$ cat config.mk
export PLATFORM = sky130hd
export DESIGN_NAME = simple_processor_top
export DESIGN_NICKNAME = d
export VERILOG_FILES = /design/src/rtl/simple_processor_top.sv
export SDC_FILE = /design/constraint.sdc
export NUM_CORES = 1
export LEC_CHECK = 0
export ABC_CLOCK_PERIOD_IN_PS = 4000
export CAP_MARGIN = 25
export CORE_UTILIZATION = 40
export DETAILED_ROUTE_END_ITERATION = 8
export GPL_ROUTABILITY_DRIVEN = 0
export PLACE_DENSITY_LB_ADDON = 0.3
export REMOVE_ABC_BUFFERS = 1
export SETUP_SLACK_MARGIN = 0.2
export SYNTH_ARGS = -nofsm -noshare
export SYNTH_HDL_FRONTEND = slang
export SYNTH_SLANG_ARGS = --single-unit
$ cat constraint.sdc
create_clock -name Clock -period 4 [get_ports Clock]
set_input_delay 0.8 -clock Clock [delete_from_list [all_inputs] [get_ports Clock]]
set_output_delay 0.8 -clock Clock [all_outputs]
set_load 0.05 [all_outputs]
$ cat src/rtl/simple_processor_top.sv
// 9-bit multicycle processor: eight GPRs, accumulator A, result G, IR and a T0..T3 control FSM on one shared bus.
// Define SIMPLE_PROC_SUB_EN to enable opcode 010 (sub); otherwise it decodes as NOP and the ALU is add-only.
module simple_processor_top #(
    parameter int unsigned DATA_W = 9
) (
    input  logic              Clock,
    input  logic              Resetn,
    input  logic              Run,
    input  logic [DATA_W-1:0] DIN,
    output logic [DATA_W-1:0] Bus,
    output logic              Done
);

    typedef enum logic [1:0] {
        T0 = 2'd0,
        T1 = 2'd1,
        T2 = 2'd2,
        T3 = 2'd3
    } state_t;

    state_t            state_q, state_d;
    logic [DATA_W-1:0] ir_q, ir_d;
    logic [DATA_W-1:0] a_q, a_d;
    logic [DATA_W-1:0] g_q, g_d;
    logic [DATA_W-1:0] r_q [8];
    logic [DATA_W-1:0] r_d [8];

    logic [2:0]        op, rx, ry;
    logic              is_mv, is_add, is_sub, is_mvi;
    logic [7:0]        sel_r;
    logic              sel_g, sel_din;
    logic              ir_we, a_we, g_we, r_we;
    logic [DATA_W-1:0] alu;

    always_comb begin
        op     = ir_q[8:6];
        rx     = ir_q[5:3];
        ry     = ir_q[2:0];
        is_mv  = (op == 3'b000);
        is_add = (op == 3'b001);
        is_mvi = (op == 3'b011);
`ifdef SIMPLE_PROC_SUB_EN
        is_sub = (op == 3'b010);
`else
        is_sub = 1'b0;
`endif
    end

    // Control: one-hot bus source selects, write enables and next state.
    always_comb begin
        state_d = state_q;
        sel_r   = '0;
        sel_g   = 1'b0;
        sel_din = 1'b0;
        ir_we   = 1'b0;
        a_we    = 1'b0;
        g_we    = 1'b0;
        r_we    = 1'b0;
        Done    = 1'b0;
        case (state_q)
            T0: begin
                if (Run) begin
                    ir_we   = 1'b1;
                    state_d = T1;
                end
            end
            T1: begin
                if (is_mv) begin
                    sel_r[ry] = 1'b1;
                    r_we      = 1'b1;
                    Done      = 1'b1;
                    state_d   = T0;
                end else if (is_mvi) begin
                    sel_din = 1'b1;
                    r_we    = 1'b1;
                    Done    = 1'b1;
                    state_d = T0;
                end else if (is_add || is_sub) begin
                    sel_r[rx] = 1'b1;
                    a_we      = 1'b1;
                    state_d   = T2;
                end else begin
                    Done    = 1'b1;
                    state_d = T0;
                end
            end
            T2: begin
                sel_r[ry] = 1'b1;
                g_we      = 1'b1;
                state_d   = T3;
            end
            T3: begin
                sel_g   = 1'b1;
                r_we    = 1'b1;
                Done    = 1'b1;
                state_d = T0;
            end
            default: state_d = T0;
        endcase
    end

    always_comb begin
        Bus = '0;
        for (int unsigned i = 0; i < 8; i++) begin
            if (sel_r[i]) Bus = Bus | r_q[i];
        end
        if (sel_g)   Bus = Bus | g_q;
        if (sel_din) Bus = Bus | DIN;
    end

    always_comb begin
`ifdef SIMPLE_PROC_SUB_EN
        alu = is_sub ? (a_q - Bus) : (a_q + Bus);
`else
        alu = a_q + Bus;
`endif
    end

    always_comb begin
        ir_d = ir_we ? DIN : ir_q;
        a_d  = a_we ? Bus : a_q;
        g_d  = g_we ? alu : g_q;
        for (int unsigned i = 0; i < 8; i++) begin
            r_d[i] = r_q[i];
        end
        if (r_we) r_d[rx] = Bus;
    end

    always_ff @(posedge Clock) begin
        if (Resetn) begin
            state_q <= T0;
            ir_q    <= '0;
            a_q     <= '0;
            g_q     <= '0;
            for (int unsigned i = 0; i < 8; i++) begin
                r_q[i] <= '0;
            end
        end else begin
            state_q <= state_d;
            ir_q    <= ir_d;
            a_q     <= a_d;
            g_q     <= g_d;
            for (int unsigned i = 0; i < 8; i++) begin
                r_q[i] <= r_d[i];
            end
        end
    end

endmodule

Yosys cells after proc, flatten, opt, wreduce, memory -nomap -nowiden:

Memory sizes are Yosys's and may differ from the RTL's.
Cells that the tools add are included.

* bits in registers: 29
* latch bits: 0
* bits in writable memories: 72
* bits in read-only memories: 0
* input port bits: 12
* logic and storage cells: 96
* memories: 1

* add/subtract/negate cells: 1
* $mul: 0
* divide/modulo/power cells: 0
* magnitude comparators: 6
* equal/unequal tests: 6
* shift-type cells: 0
* muxes and demuxes: 55
* bitwise operators: 18
* reduce and logical (&&, ||, !) cells: 5

Memories
* r_q: words 8, width 9, rd ports 8, clocked after Yosys merged registers in 0, write ports 8, line 25 `logic [DATA_W-1:0] r_q [8];`

Operators by type and width (count)
* $mux 9: 19
* $or 9x9->9: 9
* $bwmux 72: 1
* $mux 72: 1
* $demux 9 s3: 1
* $mux 8: 3
* $mux 1: 20
* $pmux 8 s2: 1
* $add 9x9->9: 1
* $lt 3x4->1 const B: 2
* $mux 2: 4
* $or 1x1->1: 8
* $pmux 2 s4: 1
* $demux 1 s3: 2
* $ge 3x1->1 const B: 2
* $eq 2x2->1 const B: 2
* $ge 4x4->1 const B: 1
* $lt 4x1->1 const B: 1
* $not 3->4: 1
* $pmux 1 s2: 2
* $eq 3x1->1 const B: 1
* $eq 3x2->1 const B: 1
* $logic_and 1x1->1: 3
* $logic_not 3->1: 1
* 3 further kinds: 3

Depth between registers and ports, before layout:

* word-level depth: 30
* mapped depth: 22
* gate-level depth less buffers: 19

Worst setup path before layout:

OpenSTA, ideal clock, no wires.

* path type: register -> register
* start: register state_q[0]
* end: register g_q[7]
* library setup time: 0.125 ns
* arrival: 4.182 ns
* setup slack: -0.307 ns
* stages on the path, launching flop included: 19
* path buffers: 2
* clock period less this slack: 4.307 ns
* path through: dfxtp_1 > ha_1 > or4b_1 > clkbuf_1 > a2111oi_0 > o21ai_1 > inv_2 > a221oi_1 > and3_1 > buf_2 > inv_1 > ha_1 > a21o_1 > a21oi_1 > o21bai_1 > a2111oi_0 > nor2_1 > nor4b_1 > nand3b_1

* word-level cells in the longest chain between the ends: 22
* elaborated cells between the ends (all ways): 27
* classes of those cells: add/sub (1); eq/ne (3); mux (14); bitwise (9)

Ends and longest elaborated chain
* start, declared: line 21 `state_t state_q, state_d;`
* start signal, assigned: line 139 `state_q <= state_d;`
* $eq 2x2->1 / $eq 2x1->1 (equally long branches): line 60 `case (state_q)`
* $pmux 8 s2: line 60
* $mux 9: line 105 `if (sel_r[i]) Bus = Bus | r_q[i];`
* $or 9x9->9: line 105
* $mux 9: line 105
* $or 9x9->9: line 105
* $mux 9: line 105
* $or 9x9->9: line 105
* (+7 left out)
* $or 9x9->9: line 105
* $mux 9: line 105
* $or 9x9->9: line 107 `if (sel_g) Bus = Bus | g_q;`
* $mux 9: line 107
* $or 9x9->9: line 108 `if (sel_din) Bus = Bus | DIN;`
* $mux 9 (*): line 108
* named net Bus[1]: line 10 `output logic [DATA_W-1:0] Bus,`
* $add 9x9->9 (*): line 115 `alu = a_q + Bus;`
* end signal, assigned: line 142 `g_q <= g_d;`
* end, declared: line 24 `logic [DATA_W-1:0] g_q, g_d;`

The timed path passes the listed nets; every way through them passes the cells marked *.
A chain may end at the register's enable or synchronous reset.

==> results.md <==
Synthesis:
- The number of synthesized flops with an enable pin is 0.
- The post-synthesis sequential element count is 101.
- The warning count from the yosys run is 0.
- The area of the mapped netlist is 0.00471 mm^2.
- After synthesis, the cell types taking the most area are sky130_fd_sc_hd__dfxtp_1 43%, sky130_fd_sc_hd__a211oi_1 10%, sky130_fd_sc_hd__nor2_1 7.7%, sky130_fd_sc_hd__a21oi_1 3.9%, sky130_fd_sc_hd__a222oi_1 3.8%.
- The post-synthesis cell type with the largest combined area is sky130_fd_sc_hd__dfxtp_1.
- The most common flop cell mapped by yosys is sky130_fd_sc_hd__dfxtp_1.
- After synthesis, flip-flops and latches occupy around 43% of the total area.
- For this run, asynchronously set or reset flops after synthesis account for 0%.
- The mean instance size in the synthesized netlist is around 8.4 um^2.
- The synthesized design devotes to its leading area cell type 42.9% of total area.
- The synthesized instance count is 561.
- The netlist uses 51 different library cells.

Timing:
- For the pin with the worst max-slew slack, the measured transition is around 760 ps.
- The number of failing hold endpoints at the final stage is 0.
- The max-slew violation count was 0.
- The worst relative slew slack is between 40% and 50%.
- Final hold analysis gives a worst-case slack of 486 ps.
- The highest achievable clock rate is 0.265 GHz.
- The final clock skew is 7.79 ps.
- Setup violations remaining at the end of the flow were counted as 0.
- The time the final worst path needs with I/O delays and setup is 3770 ps.
- Setup repair after global routing could not meet its margin everywhere.
- The final critical path takes up 94.2% of the cycle.

Global route:
- The initial antenna violation count came to 0.
- The number of global-route vias before repair is 4,345.
- The global-route total usage across every layer is 22.6%.
- The remaining global-route overflow is 0.
- Entering global routing, the biggest net connects 57 pins.
- The wire length of the first global-routing pass is 22.2 mm.

Clock network:
- The maximum level of the CTS H-tree is 3.
- The number of clock buffers added by TritonCTS is 9.
- The clock-pin transition on the worst setup and hold timing paths is 70 ps.
- Hold repair after CTS inserted 0 buffers.
- The insertion delay to the later sink of the worst-skew pair is 350 ps.
- For this design, the sink count on the clock tree is 101.
- The root cell of the clock tree is sky130_fd_sc_hd__clkbuf_16.
- TritonCTS built the clock tree.
- No sink is reached through more buffers than the 2 on the longest clock path.

Critical path:
- The cell class contributing the biggest share of worst-path delay is simple AND/OR/NAND/NOR gates.
- Of all nets on the critical path, the largest fanout is 5.
- The critical path launch point type is a register.
- The slowest stage of the critical path belongs to the cell sky130_fd_sc_hd__or4b_4.
- The most numerous cell type found on the critical path is sky130_fd_sc_hd__buf_4.
- Counting both buffers and inverters, the worst setup path holds a total of 8.
- The worst setup path is captured at a primary output.
- The worst setup path is of the reg -> out kind.
- Data on the critical path is required at its endpoint by between 3000 and 4000 ps.
- Traced cell by cell, the critical path runs through inv_2 > ha_4 > or4b_4 > buf_6 > nand2_1 > a31oi_1 > nor2_1 > buf_4 > buf_4 > a222oi_1 > and3_1 > inv_2 > buf_4 > buf_4 > buf_4.
- Data on the critical path arrives at its endpoint at 2970 ps.
- For this run, the slowest stage of the critical path takes 540 ps.

Finish:
- The area growth from synthesis to layout is 29.6%.
- After the last flow step, the layout net total stands at around 640.
- The library cells used most frequently in the layout, excluding fill and tap cells, are 99 x sky130_fd_sc_hd__dfxtp_1, 96 x sky130_fd_sc_hd__nor2_1, 68 x sky130_fd_sc_hd__buf_4.
- The leading cell type in the layout, fill and taps excluded is sky130_fd_sc_hd__dfxtp_1.
- The number of antenna diodes in the final layout is 0.
- Of the cells placed in the final design, the portion with a size suffix greater than 1 is about a quarter.
- For this run, the number of standard cells in the final layout without fillers is around 770.
- Once layout is complete, the utilization of the core stands at roughly 53%.

Die:
- The starting density of the core is roughly two fifths.
- The core region is around 0.011 mm^2.
- The horizontal extent of the die is 111 um.
- Row generation in the floorplan step produced 39 rows.
- The die covers 0.0122 mm^2.
- Pin placement for this block handled 22 I/O pins.
- From bottom edge to top edge, the die measures 111 um.

Detailed routing:
- The detail route stage leaves a number of antenna-violating nets equal to 0.
- Before antenna repair, the detailed router went through 7 iterations.
- Dividing the detail-routed via count by the number of cells gives 5.96.
- The final wirelength is 14.1 mm.
- For this run, design rule violations remaining after detail routing come to 0.
- The violation count after the first detailed-routing iteration is 339.
- The count of vias placed by the detailed router is 4,570.
- The average wire length per cell after detail routing is around 18 um.

Run:
- The number of max-cap violations is 0.

Pwr:
- The leakage power of the design is 0.00216 uW.
- The worst-case IR drop observed on VDD is ~0.23 mV.
- The total power per unit cell area is 359 mW/mm^2.

Worst hold path:
- The worst hold-check path type is reg -> reg.

Place:
- Summed over all nets, the half-perimeter wirelength after detailed placement is 9.42 mm.
- The number of placed instances with taps included is 726.
- The count of buffers inserted at the top-level ports is 21.

Run status:
- The flow ran to the end, and the final reports show no timing, DRC or antenna violations.
cell usage after synthesis (3+ instances only):
cell / count
sky130_fd_sc_hd__a211oi_1: 65
sky130_fd_sc_hd__a21boi_0: 8
sky130_fd_sc_hd__a21oi_1: 37
sky130_fd_sc_hd__a221oi_1: 8
sky130_fd_sc_hd__a222oi_1: 18
sky130_fd_sc_hd__a31oi_1: 5
sky130_fd_sc_hd__and3_1: 10
sky130_fd_sc_hd__buf_2: 13
sky130_fd_sc_hd__clkbuf_1: 32
sky130_fd_sc_hd__dfxtp_1: 101
sky130_fd_sc_hd__ha_1: 12
sky130_fd_sc_hd__inv_1: 27
sky130_fd_sc_hd__mux2i_1: 6
sky130_fd_sc_hd__nand2_1: 18
sky130_fd_sc_hd__nand2b_1: 4
sky130_fd_sc_hd__nand3_1: 15
sky130_fd_sc_hd__nor2_1: 97
sky130_fd_sc_hd__nor2b_1: 4
sky130_fd_sc_hd__nor3_1: 12
sky130_fd_sc_hd__o21ai_0: 24
sky130_fd_sc_hd__or3_1: 5
sky130_fd_sc_hd__xnor2_1: 3
flip-flops by register name, indices dropped and copies added (netlist names), named ones only:
register  flops
state_q       1
a_q           9
ir_q          9
g_q           9
r_q          72
cell families after synthesis:
group	after synthesis	share of synthesized area, %
xor gates and xnor gates	3	0.558
and+or+nand+nor	180	17.8
buffers and inverters	75	6.32
AOI/OAI and AO/OA	183	27.5
adders and majority gates	13	3.61
muxes	6	1.28
DFF	101	42.9
layer usage:
| layer | track usage [%] | routed length (um) | part of all wire [%] |
|---|---|---|---|
| met2 | 35.8 | 6790 | 48 |
| met3 | 4.83 | 883 | 6.3 |
| met4 | 10.5 | 432 | 3.1 |
| met5 | 0 | 0 | 0 |
| met1 | 29.4 | 5950 | 42 |
worst register-to-register path: stages, from the launching register on:
cell	delay, ps
sky130_fd_sc_hd__dfxtp_2	330
sky130_fd_sc_hd__inv_2	50
sky130_fd_sc_hd__ha_4	170
sky130_fd_sc_hd__or4b_4	260
sky130_fd_sc_hd__buf_6	120
sky130_fd_sc_hd__nand2_1	50
sky130_fd_sc_hd__a31oi_1	160
sky130_fd_sc_hd__nor2_1	80
sky130_fd_sc_hd__buf_4	150
sky130_fd_sc_hd__buf_6	120
sky130_fd_sc_hd__buf_4	130
sky130_fd_sc_hd__a222oi_1	360
sky130_fd_sc_hd__and3_1	270
sky130_fd_sc_hd__inv_1	70
sky130_fd_sc_hd__ha_1	310
sky130_fd_sc_hd__o21ai_2	90
sky130_fd_sc_hd__a21oi_2	90
sky130_fd_sc_hd__o41ai_2	280
sky130_fd_sc_hd__buf_4	170
sky130_fd_sc_hd__nand4b_1	110
sky130_fd_sc_hd__o41a_1	160
sky130_fd_sc_hd__o2111ai_2	80
layout make-up:
| class | instances | area (um^2) |
|---|---|---|
| Multi-Input combinational cell | 385 | 2670 |
| Clock buffer | 11 | 253 |
| Fill cell | 1015 | 5360 |
| Clock inverter | 5 | 50.0 |
| Tap cell | 143 | 179 |
| Sequential cell | 101 | 2020 |
| Inverter | 28 | 116 |
| Timing Repair Buffer | 94 | 810 |
where the power goes:
| group | switching (uW) | internal (uW) | leakage [uW] | total (uW) |
|---|---|---|---|---|
| Clock | 413 | 471 | 0.000148 | 884 |
| Sequential | 30.0 | 1030 | 0.000818 | 1060 |
| Combinational | 141 | 104 | 0.00119 | 245 |
| Total | 583 | 1610 | 0.00216 | 2190 |
worst paths after layout:
check / start / endpoint / slack (ps) / cells past startpoint
worst max register to register: register / g_q[8]$_SDFFE_PP0N_ / 250 / 21
worst max-delay path: register / Bus[1] / 230 / 15
worst min-delay path: g_q[1]$_SDFFE_PP0N_ / g_q[1]$_SDFFE_PP0N_ / 490 / 2
worst min register to register: g_q[1]$_SDFFE_PP0N_ / g_q[1]$_SDFFE_PP0N_ / 490 / 2
stage by stage:
stage	cell area, um^2	worst slack (ps)	total power [uW]	TNS [ps]
final	6100	231	2190	0
after global placement	5280	51.7	1280	0
after detailed placement	5280	-30.6	1280	-46.4
after floorplan	4520	-298	1190	-554
after CTS	5690	200	2160	0
after global routing	6100	75.0	2270	0
what timing repair did:
action | CTS | global route
setup endpoints to repair | 6 | 7
gates cloned | 0 | 0
pin swaps | 4 | 30
setup buffers | 1 | 23
resized for setup | 26 | 51
Note: power is estimated with default switching activity, not from simulation.
